[config.mk]
export PLATFORM = sky130hd
export DESIGN_NAME = boot_ctrl
export DESIGN_NICKNAME = d
export VERILOG_FILES = /design/src/rtl/boot_pkg.sv /design/src/rtl/boot_timeout.sv /design/src/rtl/boot_ctrl.sv
export SDC_FILE = /design/constraint.sdc
export NUM_CORES = 1
export LEC_CHECK = 0
export ABC_AREA = 0
export BUFFER_PORTS_ARGS = -buffer_cell sky130_fd_sc_hd__buf_2
export CORE_UTILIZATION = 25
export CTS_CLUSTER_SIZE = 8
export DETAILED_ROUTE_END_ITERATION = 7
export GPL_ROUTABILITY_DRIVEN = 0
export SETUP_SLACK_MARGIN = 0.5
export SLEW_MARGIN = 0
export SYNTH_ARGS = -nofsm -noshare
export SYNTH_HDL_FRONTEND = slang
export SYNTH_SLANG_ARGS = --single-unit
[constraint.sdc]
create_clock -name clk -period 3.67 [get_ports clk]
set_input_delay 0.1835 -clock clk [delete_from_list [all_inputs] [get_ports clk]]
set_output_delay 0.1835 -clock clk [all_outputs]
set_load 0.05 [all_outputs]
[src/rtl/boot_pkg.sv]
// Shared types and frame constants for the UART boot loader.
// Imported by boot_ctrl and its timeout sub-module.
package boot_pkg;

   typedef enum logic [2:0] {
      WAIT_MAGIC,
      ADDR,
      LEN,
      DATA,
      CSUM,
      DONE,
      RUN
   } boot_state_e;

   localparam logic [7:0] BOOT_MAGIC = 8'hA5;
   localparam int unsigned ADDR_BYTES = 4;
   localparam int unsigned LEN_BYTES  = 2;

   function automatic logic is_rx_state(boot_state_e s);
      return (s != DONE) && (s != RUN);
   endfunction

endpackage

[src/rtl/boot_timeout.sv]
// Idle timeout counter: clears on clr, counts while en,
// flags expiry on its TIMEOUT_CYCLES-th counted cycle.
module boot_timeout #(
   parameter int unsigned TIMEOUT_CYCLES = 5_000_000
) (
   input  logic clk,
   input  logic rst,
   input  logic clr,
   input  logic en,
   output logic expired
);

   localparam int unsigned CW = $clog2(TIMEOUT_CYCLES + 1);
   localparam logic [CW-1:0] LIM = CW'(TIMEOUT_CYCLES - 1);

   logic [CW-1:0] cnt_q;

   assign expired = en && (cnt_q == LIM);

   always_ff @(posedge clk or negedge rst) begin
      if (!rst) begin
         cnt_q <= '0;
      end else if (clr) begin
         cnt_q <= '0;
      end else if (en) begin
         cnt_q <= cnt_q + CW'(1);
      end
   end

endmodule

[src/rtl/boot_ctrl.sv]
// UART boot loader: parses A5/addr/len/data/csum frames into IMEM
// and holds the CPU in reset until a good image or idle timeout.
module boot_ctrl
   import boot_pkg::*;
#(
   parameter int unsigned CPU_CLOCK_FREQ = 50_000_000,
   parameter logic [31:0] RESET_PC       = 32'h1000_0000,
   parameter int unsigned IMEM_AW        = 14,
   parameter int unsigned TIMEOUT_CYCLES = 5_000_000
) (
   input  logic               clk,
   input  logic               rst,
   input  logic               boot_req,
   input  logic [7:0]         rx_data,
   input  logic               rx_valid,
   output logic               rx_ready,
   output logic [IMEM_AW-1:0] imem_addr,
   output logic [31:0]        imem_din,
   output logic [3:0]         imem_we,
   output logic               cpu_rst,
   output logic [31:0]        cpu_start_pc,
   output logic               busy,
   output logic               error
);

   localparam logic [1:0] ADDR_LAST = 2'(ADDR_BYTES - 1);
   localparam logic [1:0] LEN_LAST  = 2'(LEN_BYTES - 1);

   if (CPU_CLOCK_FREQ == 0) begin : g_freq_chk
      $error("boot_ctrl: CPU_CLOCK_FREQ must be nonzero");
   end

   boot_state_e        state_q, state_d;
   logic [1:0]         cnt_q;
   logic [31:0]        addr_q;
   logic [15:0]        len_q;
   logic [15:0]        widx_q;
   logic [23:0]        word_q;
   logic [7:0]         sum_q;
   logic               rx_ready_q;
   logic               cpu_rst_q;
   logic [31:0]        pc_q;
   logic               err_q;
   logic [3:0]         we_q;
   logic [IMEM_AW-1:0] iaddr_q;
   logic [31:0]        din_q;

   logic       accept;
   logic       expired;
   logic       tmo_en;
   logic       tmo_clr;
   logic [7:0] sum_nx;
   logic       last_word;

   assign accept    = rx_valid && rx_ready_q;
   assign sum_nx    = sum_q + rx_data;
   assign last_word = (widx_q == len_q - 16'd1);
   assign tmo_en    = is_rx_state(state_q);
   // expiry always causes a state change, so it restarts the count too
   assign tmo_clr   = accept || expired || !tmo_en;

   boot_timeout #(
      .TIMEOUT_CYCLES(TIMEOUT_CYCLES)
   ) u_timeout (
      .clk    (clk),
      .rst    (rst),
      .clr    (tmo_clr),
      .en     (tmo_en),
      .expired(expired)
   );

   always_comb begin
      state_d = state_q;
      if (state_q == DONE) begin
         state_d = RUN;
      end else if (state_q == RUN) begin
         if (boot_req) state_d = WAIT_MAGIC;
      end else if (accept) begin
         unique case (state_q)
            WAIT_MAGIC: if (rx_data == BOOT_MAGIC) state_d = ADDR;
            ADDR:       if (cnt_q == ADDR_LAST) state_d = LEN;
            LEN: begin
               if (cnt_q == LEN_LAST)
                  state_d = ({rx_data, len_q[15:8]} != 16'd0) ? DATA : CSUM;
            end
            DATA:       if (cnt_q == 2'd3 && last_word) state_d = CSUM;
            CSUM:       state_d = (rx_data == sum_q) ? DONE : WAIT_MAGIC;
            default:    state_d = WAIT_MAGIC;
         endcase
      end else if (expired) begin
         state_d = (state_q == WAIT_MAGIC) ? RUN : WAIT_MAGIC;
      end
   end

   always_ff @(posedge clk or negedge rst) begin
      if (!rst) begin
         state_q    <= WAIT_MAGIC;
         cnt_q      <= '0;
         addr_q     <= '0;
         len_q      <= '0;
         widx_q     <= '0;
         word_q     <= '0;
         sum_q      <= '0;
         rx_ready_q <= 1'b0;
         cpu_rst_q  <= 1'b1;
         pc_q       <= RESET_PC;
         err_q      <= 1'b0;
         we_q       <= '0;
         iaddr_q    <= '0;
         din_q      <= '0;
      end else begin
         state_q    <= state_d;
         rx_ready_q <= is_rx_state(state_d);
         cpu_rst_q  <= (state_d != RUN);
         we_q       <= '0;
         if (accept) begin
            unique case (state_q)
               WAIT_MAGIC: begin
                  sum_q <= '0;
                  cnt_q <= '0;
               end
               ADDR: begin
                  addr_q <= {rx_data, addr_q[31:8]};
                  sum_q  <= sum_nx;
                  cnt_q  <= cnt_q + 2'd1;
               end
               LEN: begin
                  len_q  <= {rx_data, len_q[15:8]};
                  sum_q  <= sum_nx;
                  cnt_q  <= (cnt_q == LEN_LAST) ? 2'd0 : cnt_q + 2'd1;
                  widx_q <= '0;
               end
               DATA: begin
                  word_q <= {rx_data, word_q[23:8]};
                  sum_q  <= sum_nx;
                  cnt_q  <= cnt_q + 2'd1;
                  if (cnt_q == 2'd3) begin
                     we_q    <= 4'hF;
                     iaddr_q <= addr_q[IMEM_AW+1:2] + IMEM_AW'(widx_q);
                     din_q   <= {rx_data, word_q};
                     widx_q  <= widx_q + 16'd1;
                  end
               end
               CSUM: begin
                  if (rx_data == sum_q) begin
                     pc_q  <= addr_q & ~32'h3;
                     err_q <= 1'b0;
                  end else begin
                     err_q <= 1'b1;
                  end
               end
               default: ;
            endcase
         end else if (expired && state_q != WAIT_MAGIC) begin
            err_q <= 1'b1;
         end
      end
   end

   assign rx_ready     = rx_ready_q;
   assign imem_addr    = iaddr_q;
   assign imem_din     = din_q;
   assign imem_we      = we_q;
   assign cpu_rst      = cpu_rst_q;
   assign busy         = cpu_rst_q;
   assign cpu_start_pc = pc_q;
   assign error        = err_q;

endmodule

==> results of run 1 <==
==> timing repair <==
item | 4_1_cts | 5_1_grt
hold endpoints to repair | 116 | 0
setup endpoints to repair | 0 | 15
gates resized for setup | 0 | 3
hold buffers | 9 | 0
==> power by group through the flow <==
stage / Combinational (mW) / Sequential (mW) / Clock, mW
2_1_floorplan: 0.612 / 2.55 / 0
3_3_place_gp: 0.780 / 2.67 / 0
3_5_place_dp: 0.794 / 2.68 / 0
4_1_cts: 0.807 / 2.64 / 2.56
5_1_grt: 0.906 / 2.67 / 2.65
6_report: 0.805 / 2.64 / 2.47
==> worst reg2reg max path, cell delays in order, from the launching register on <==
cell	delay (ns)
dfrtp_1	0.40
or4b_2	0.67
nor3_1	0.26
nand3_1	0.16
mux2i_1	0.15
o221ai_1	0.24
nor3b_4	0.27
buf_12	0.27
mux2_2	0.40
==> per-layer routing <==
metal,routed length [µm],track usage (%)
met5,0,0
met4,422,2.82
met3,1480,2.95
met2,10300,18.6
met1,11400,17.4
==> flip-flops by register name (all words and copies together) (netlist names) <==
name and count:
imem_din 32, addr_q 30, cpu_start_pc 30, word_q 24, u_timeout.cnt_q 23, len_q 16, widx_q 16, imem_addr 14
sum_q 8, state_q 3, cnt_q 2, busy 1, error 1, imem_we 1, rx_ready 1
==> logic make-up after synthesis <==
family                   after synthesis
flip-flops                           202
multiplexers                         101
adder cells (fa/ha/maj)               28
AO/OA/AOI/OAI                        102
other                                  1
AND/OR/NAND/NOR                      333
buffers and inverters                 63
XOR/XNOR                              64
==> worst paths after layout <==
kind,start,endpoint,slack [ns],cells after the start
worst max-delay path,rx_data[3],cpu_start_pc[2],0.68,10
worst min-delay path,boot_req,busy,0.24,5
worst max register to register,u_timeout.cnt_q[10],cpu_start_pc[2],0.71,8
worst min register to register,word_q[4],imem_din[4],0.45,2
max in group asynchronous,rst,imem_din[0],2.45,3
min in group asynchronous,rst,cpu_start_pc[14],0.30,2
==> cells in the mapped netlist (all sizes together), types with 3 or more instances <==
master and n:
a21oi 18, or4 4, xnor2 24, mux2 97, nor4 6, or3 11
nand2b 7, a31oi 4, nor2 74, nand3 25, o2111ai 4, inv 24
dfrtp 200, a22o 4, and2 3, o21ai 41, nor3 11, nand4 7
o21bai 5, o211ai 4, nor2b 12, mux2i 4, or4b 3, clkbuf 22
xor2 40, and3 7, ha 26, nand2 151, buf 17, o31ai 4
==> layout make-up <==
cell class	count	area, µm²
clock inverter	1	8.76
fill	3928	26200
tap	511	639
sequential	202	5060
clock buffer	53	836
inverter	24	90.1
multi-input combinational	630	4400
timing repair buffer	117	697
==> metrics by stage <==
stage,instances,instance area [µm²]
floorplan,895,9710
global placement,1475,10800
detailed placement,1475,10800
CTS,1538,11700
global route,1538,11700
finish,1538,11700
==> out/summary.txt, run 1 <==
Core area = 37900 µm²
Fmax = 334 MHz
Min cycle time layout = 2.99 ns
Clk_lat worst skew = 0.55 ns
Post-CTS setup buffers = 0
Status = completed
Slowest library cell on the worst path = or4_1
Grt ovf = 0
Synth top area share = 51.6%
Initial Util = 25.6%
Final Max Tran Viols = 0
Die width = 199 µm
Yosys Warn Count = 0
Top Family by Delay on Critical Path = simple AND/OR/NAND/NOR gates
Max_cap viols = 0
Routed Antenna Nets = 0
Top Ports = 98
Row cnt = 71
Clk Tree Root Cell = clkbuf_16
Adder-Cell Fraction of Synth Area = 3.76%
WL/cell = 15.3 µm
Die Y = 199 µm
Num CTS Buffers = 29
Clock Skew = 0.0223 ns
Largest net degree at the start of global routing = 108
CP arrival = 3.42 ns
DR vias = 6815
Worst path cell trace = dlygate4sd3_1 -> buf_2 -> or4_1 -> or4b_1 -> or2_1 -> nand2_1 -> o2111ai_4 -> nor3b_4 -> buf_12 -> mux2_2
Mapped Area = 9710 µm²
Synth Register Bits = 202
Most common cell after layout, fill and taps aside = dfrtp_1
Slowest stage delay, CP = 0.54 ns
Most frequent cells in the layout = 200 x dfrtp_1, 150 x nand2_1, 94 x buf_2
Final period util = 81.6%
Count of input and output buffers = 95
Hold WS = 0.242 ns
CP max FO = 32
CTS tree = done
Post-synth EDFFs = 0
Initial DRC Count = 303
Compound-gate portion of the synthesized area = 6.82%
Internal = 4.29 mW
Final setup viols = 0
Simple-gate portion of the synthesized area = 15.8%
Distinct cells, synth = 66
Xor/xnor share of the synthesized area = 5.78%
Buf+Inv Stages, Crit Path = 3
H-tree level count = 1
Number of global-route vias before repair = 6750
Antenna violations before repair = 0
DRC viols = 0
Share of cells above drive strength 1 = 24.5%
RSZ-0062 raised after global routing = no
Crit start category = primary input
Post-synth top area cell = dfrtp_1
Combinational Power Share = 13.6%
First-pass GRT wire length = 38100 µm
Syn Area/Cell = 10.9 µm²
Critical path type = primary input to flip-flop
HPWL after DPL = 16300 µm
Prevailing post-synth register cell = dfrtp_1
Sw frac = 27.5%
Clock power share = 41.8%
CP required = 4.09 ns
Largest family of logic cells by synthesized area = simple AND/OR/NAND/NOR gates
Final total power = 5.92 mW
Pwr Density = 504 nW/µm²
Antenna cell count = 0
Drt pass-1 iters = 4
Mapped Cells = 894
Area contributors post-synth = dfrtp_1 52%, mux2_2 8.0%, nand2_1 5.8%
Worst vdd ir = 0.308 mV
Max-slew headroom = 39.7%
Min-delay worst type = primary input to flip-flop
Worst setup EP type = flip-flop
Vias/cell = 4.43
Worst setup slack after layout = 0.675 ns
Bufs on Longest Clock Path = 3
Clock-pin slew on the worst setup and hold paths = 0.05 ns
DRT Wirelength = 23600 µm
Pleak = 5.70 nW
Nets = 1044
Mux contribution to synthesized area = 12.7%
CTS sink count = 202
Register area share after synthesis = 52.1%
Final hold viol count = 0
Die Footprint = 39600 µm²
Asr flop ratio synth = 100%
Worst-Margin Slew = 0.904 ns
Seq pwr share = 44.6%
Final setup TNS = 0 ns
Area grow syn2layout = 20.9%
Switching power = 1.63 mW
Fin util = 30.9%
Placement Setup Slack = 0.658 ns
GRT Resource Usage Total = 12.2%
Note: power is estimated with default switching activity, not from simulation.
==> run 2: changes to the inputs <==
clock period = 2.8 ns   (was 3.67 ns; I/O delays follow)
==> out/summary.txt, run 2 (synthesis gave the netlist of run 1 again) <==
Status = completed
Worst vdd ir = 0.444 mV (+44%)
DRT Wirelength = 23900 µm (+1.4%)
RSZ-0062 raised after global routing = yes
Drt pass-1 iters = 4 (unchanged)
Hold path depth = 4 (-1)
Met3 global-route usage = 2.73% (-0.22 points)
DR vias = 7035 (+3.2%)
Finished layout cell area = 12300 µm² (+5.2%)
Core area = 37900 µm² (unchanged)
WL/cell = 15.2 µm (-0.69%)
Critical path type = flip-flop to flip-flop
Max-slew headroom = 58.0% (+18 points)
Register Area = 5070 µm² (+0.25%)
Count of input and output buffers = 95 (unchanged)
Final setup TNS = 0 ns (unchanged)
Clock Skew = 0.0151 ns (-0.00723 ns)
Hold path start = rx_data[4]
Die Footprint = 39600 µm² (unchanged)
Final period util = 96.5%
Clock-pin slew on the worst setup and hold paths = 0.05 ns (about the same)
Reg2Reg Depth = 11 (+3)
Row cnt = 71 (unchanged)
Clk_lat worst skew = 0.54 ns (about the same)
Most frequent cells in the layout = 190 x dfrtp_1, 145 x nand2_1, 94 x buf_2
Initial Util = 25.6% (unchanged)
Largest net degree at the start of global routing = 75 (-31%)
Top Ports = 98 (unchanged)
Largest register FFs = 32 (unchanged)
Antenna violations before repair = 1 (+1)
Final setup viols = 0 (unchanged)
Met1 usage = 17.3% (-0.052 points)
Share of cells above drive strength 1 = 33.1% (+8.5 points)
CP max FO = 6 (-81%)
Footprint of the multi-input gates = 4660 µm² (+6.0%)
Vias/cell = 4.48 (+1.1%)
Die Y = 199 µm (unchanged)
Nets = 1087 (+4.1%)
Min-delay worst type = primary input to flip-flop
CTS tree = done
CP arrival = 3.11 ns (-0.31 ns)
Min cycle time layout = 2.70 ns
First-pass GRT wire length = 38200 µm (+0.38%)
GR Layer Usage met2 = 18.4% (-0.21 points)
Internal = 5.69 mW (+33%)
Gr busiest metal = met2
Bufs on Longest Clock Path = 3 (unchanged)
Clk Tree Root Cell = clkbuf_16
Number of global-route vias before repair = 6981 (+3.4%)
Sw frac = 27.4% (-0.15 points)
CTS sink count = 202 (unchanged)
Pwr Density = 634 nW/µm² (+26%)
CP required = 3.21 ns (-0.88 ns)
Crit start category = flip-flop
HPWL after DPL = 16400 µm (+0.23%)
Switching power = 2.14 mW (+32%)
Initial DRC Count = 299 (-1.3%)
H-tree level count = 1 (unchanged)
Die width = 199 µm (unchanged)
Pleak = 5.94 nW (+4.2%)
Placed Area = 11000 µm² (+2.1%)
Final Max Tran Viols = 0 (unchanged)
GRT Resource Usage Total = 12.2% (-0.031 points)
Area grow syn2layout = 27.1%
R2R setup slack = 0.1 ns (-0.61 ns)
Fillers = 3871 (-1.5%)
FF-to-FF Start = cnt_q[1]
Fmax = 370 MHz
DRC viols = 0 (unchanged)
Num CTS Buffers = 29 (unchanged)
Most common cell after layout, fill and taps aside = dfrtp_1
Clock power share = 39.6% (-2.2 points)
Max_cap viols = 0 (unchanged)
Combinational Power Share = 16.8% (+3.2 points)
Antenna cell count = 0 (unchanged)
Grt ovf = 0 (unchanged)
WHS Endpoint = imem_din[28]
Worst setup EP type = flip-flop
Final hold viol count = 0 (unchanged)
FF-to-FF End = cpu_start_pc[27]
Worst-Margin Slew = 0.630 ns (-0.275 ns)
Routed Antenna Nets = 0 (unchanged)
Seq pwr share = 43.6% (-1.0 points)
[run 2: layout make-up]
type	count	share of cell area, %
flip-flops and latches	202	41.1
well taps	511	5.18
multi-input cells	630	37.8
clock buffers	43	6.39
repair buffers	160	8.80
inverters	24	0.750
[run 2: power groups by stage]
| stage | clock, mW | combinational (mW) | sequential (mW) |
|---|---|---|---|
| finish | 3.10 | 1.32 | 3.41 |
| floorplan | 0 | 0.822 | 3.35 |
| global route | 3.31 | 1.46 | 3.44 |
| detailed placement | 0 | 1.22 | 3.45 |
| CTS | 3.21 | 1.24 | 3.40 |
| global placement | 0 | 1.19 | 3.44 |
[run 2: worst max-delay path by stage]
stage          slack, ns                 from          endpoint  cells after the start
3_3_place_gp       -0.02           rx_data[1]   cpu_start_pc[2]                      8
2_1_floorplan       0.25           rx_data[1]  cpu_start_pc[10]                      8
4_1_cts             0.05  u_timeout.cnt_q[15]  cpu_start_pc[13]                      9
6_report             0.1             cnt_q[1]  cpu_start_pc[27]                     11
3_5_place_dp       -0.03           rx_data[1]   cpu_start_pc[2]                      8
5_1_grt           -0.004             sum_q[1]  cpu_start_pc[27]                      9
[run 2: metal layers]
layer  vias up  wire [µm]
li1       3368          -
met5         -         12
met3        37       1260
met2       166      10400
met4         2        556
met1      3462      11600
[run 2: per-stage QoR]
stage	setup slack [ns]	hold WS (ns)	utilization [%]	cells	power [mW]
floorplan	0.250	-0.156	-	895	4.17
global placement	-0.0181	0.206	29.0	1498	4.63
detailed placement	-0.0341	0.215	29.0	1498	4.67
CTS	0.0549	0.000388	31.8	1559	7.85
global route	-0.00439	0.0297	32.5	1570	8.22
finish	0.0990	0.0314	32.5	1570	7.83
[run 2: timing repair]
item | 4_1_cts | 5_1_grt
endpoints found under the setup margin | 48 | 54
gates cloned | 2 | 1
buffers inserted | 11 | 10
hold endpoints to repair | 72 | 0
resized for setup | 23 | 46
pin swaps | 13 | 22
hold buffers | 5 | 0
[run 2: worst max-delay path: stages (launching register included)]
cell and delay [ns]:
dfrtp_1 0.41, inv_2 0.09, ha_4 0.13, inv_2 0.04, or4b_4 0.51, or2_4 0.28
nand2_2 0.09, o2111ai_4 0.12, nor3b_4 0.23, buf_6 0.20, clkbuf_16 0.18, mux2_4 0.29
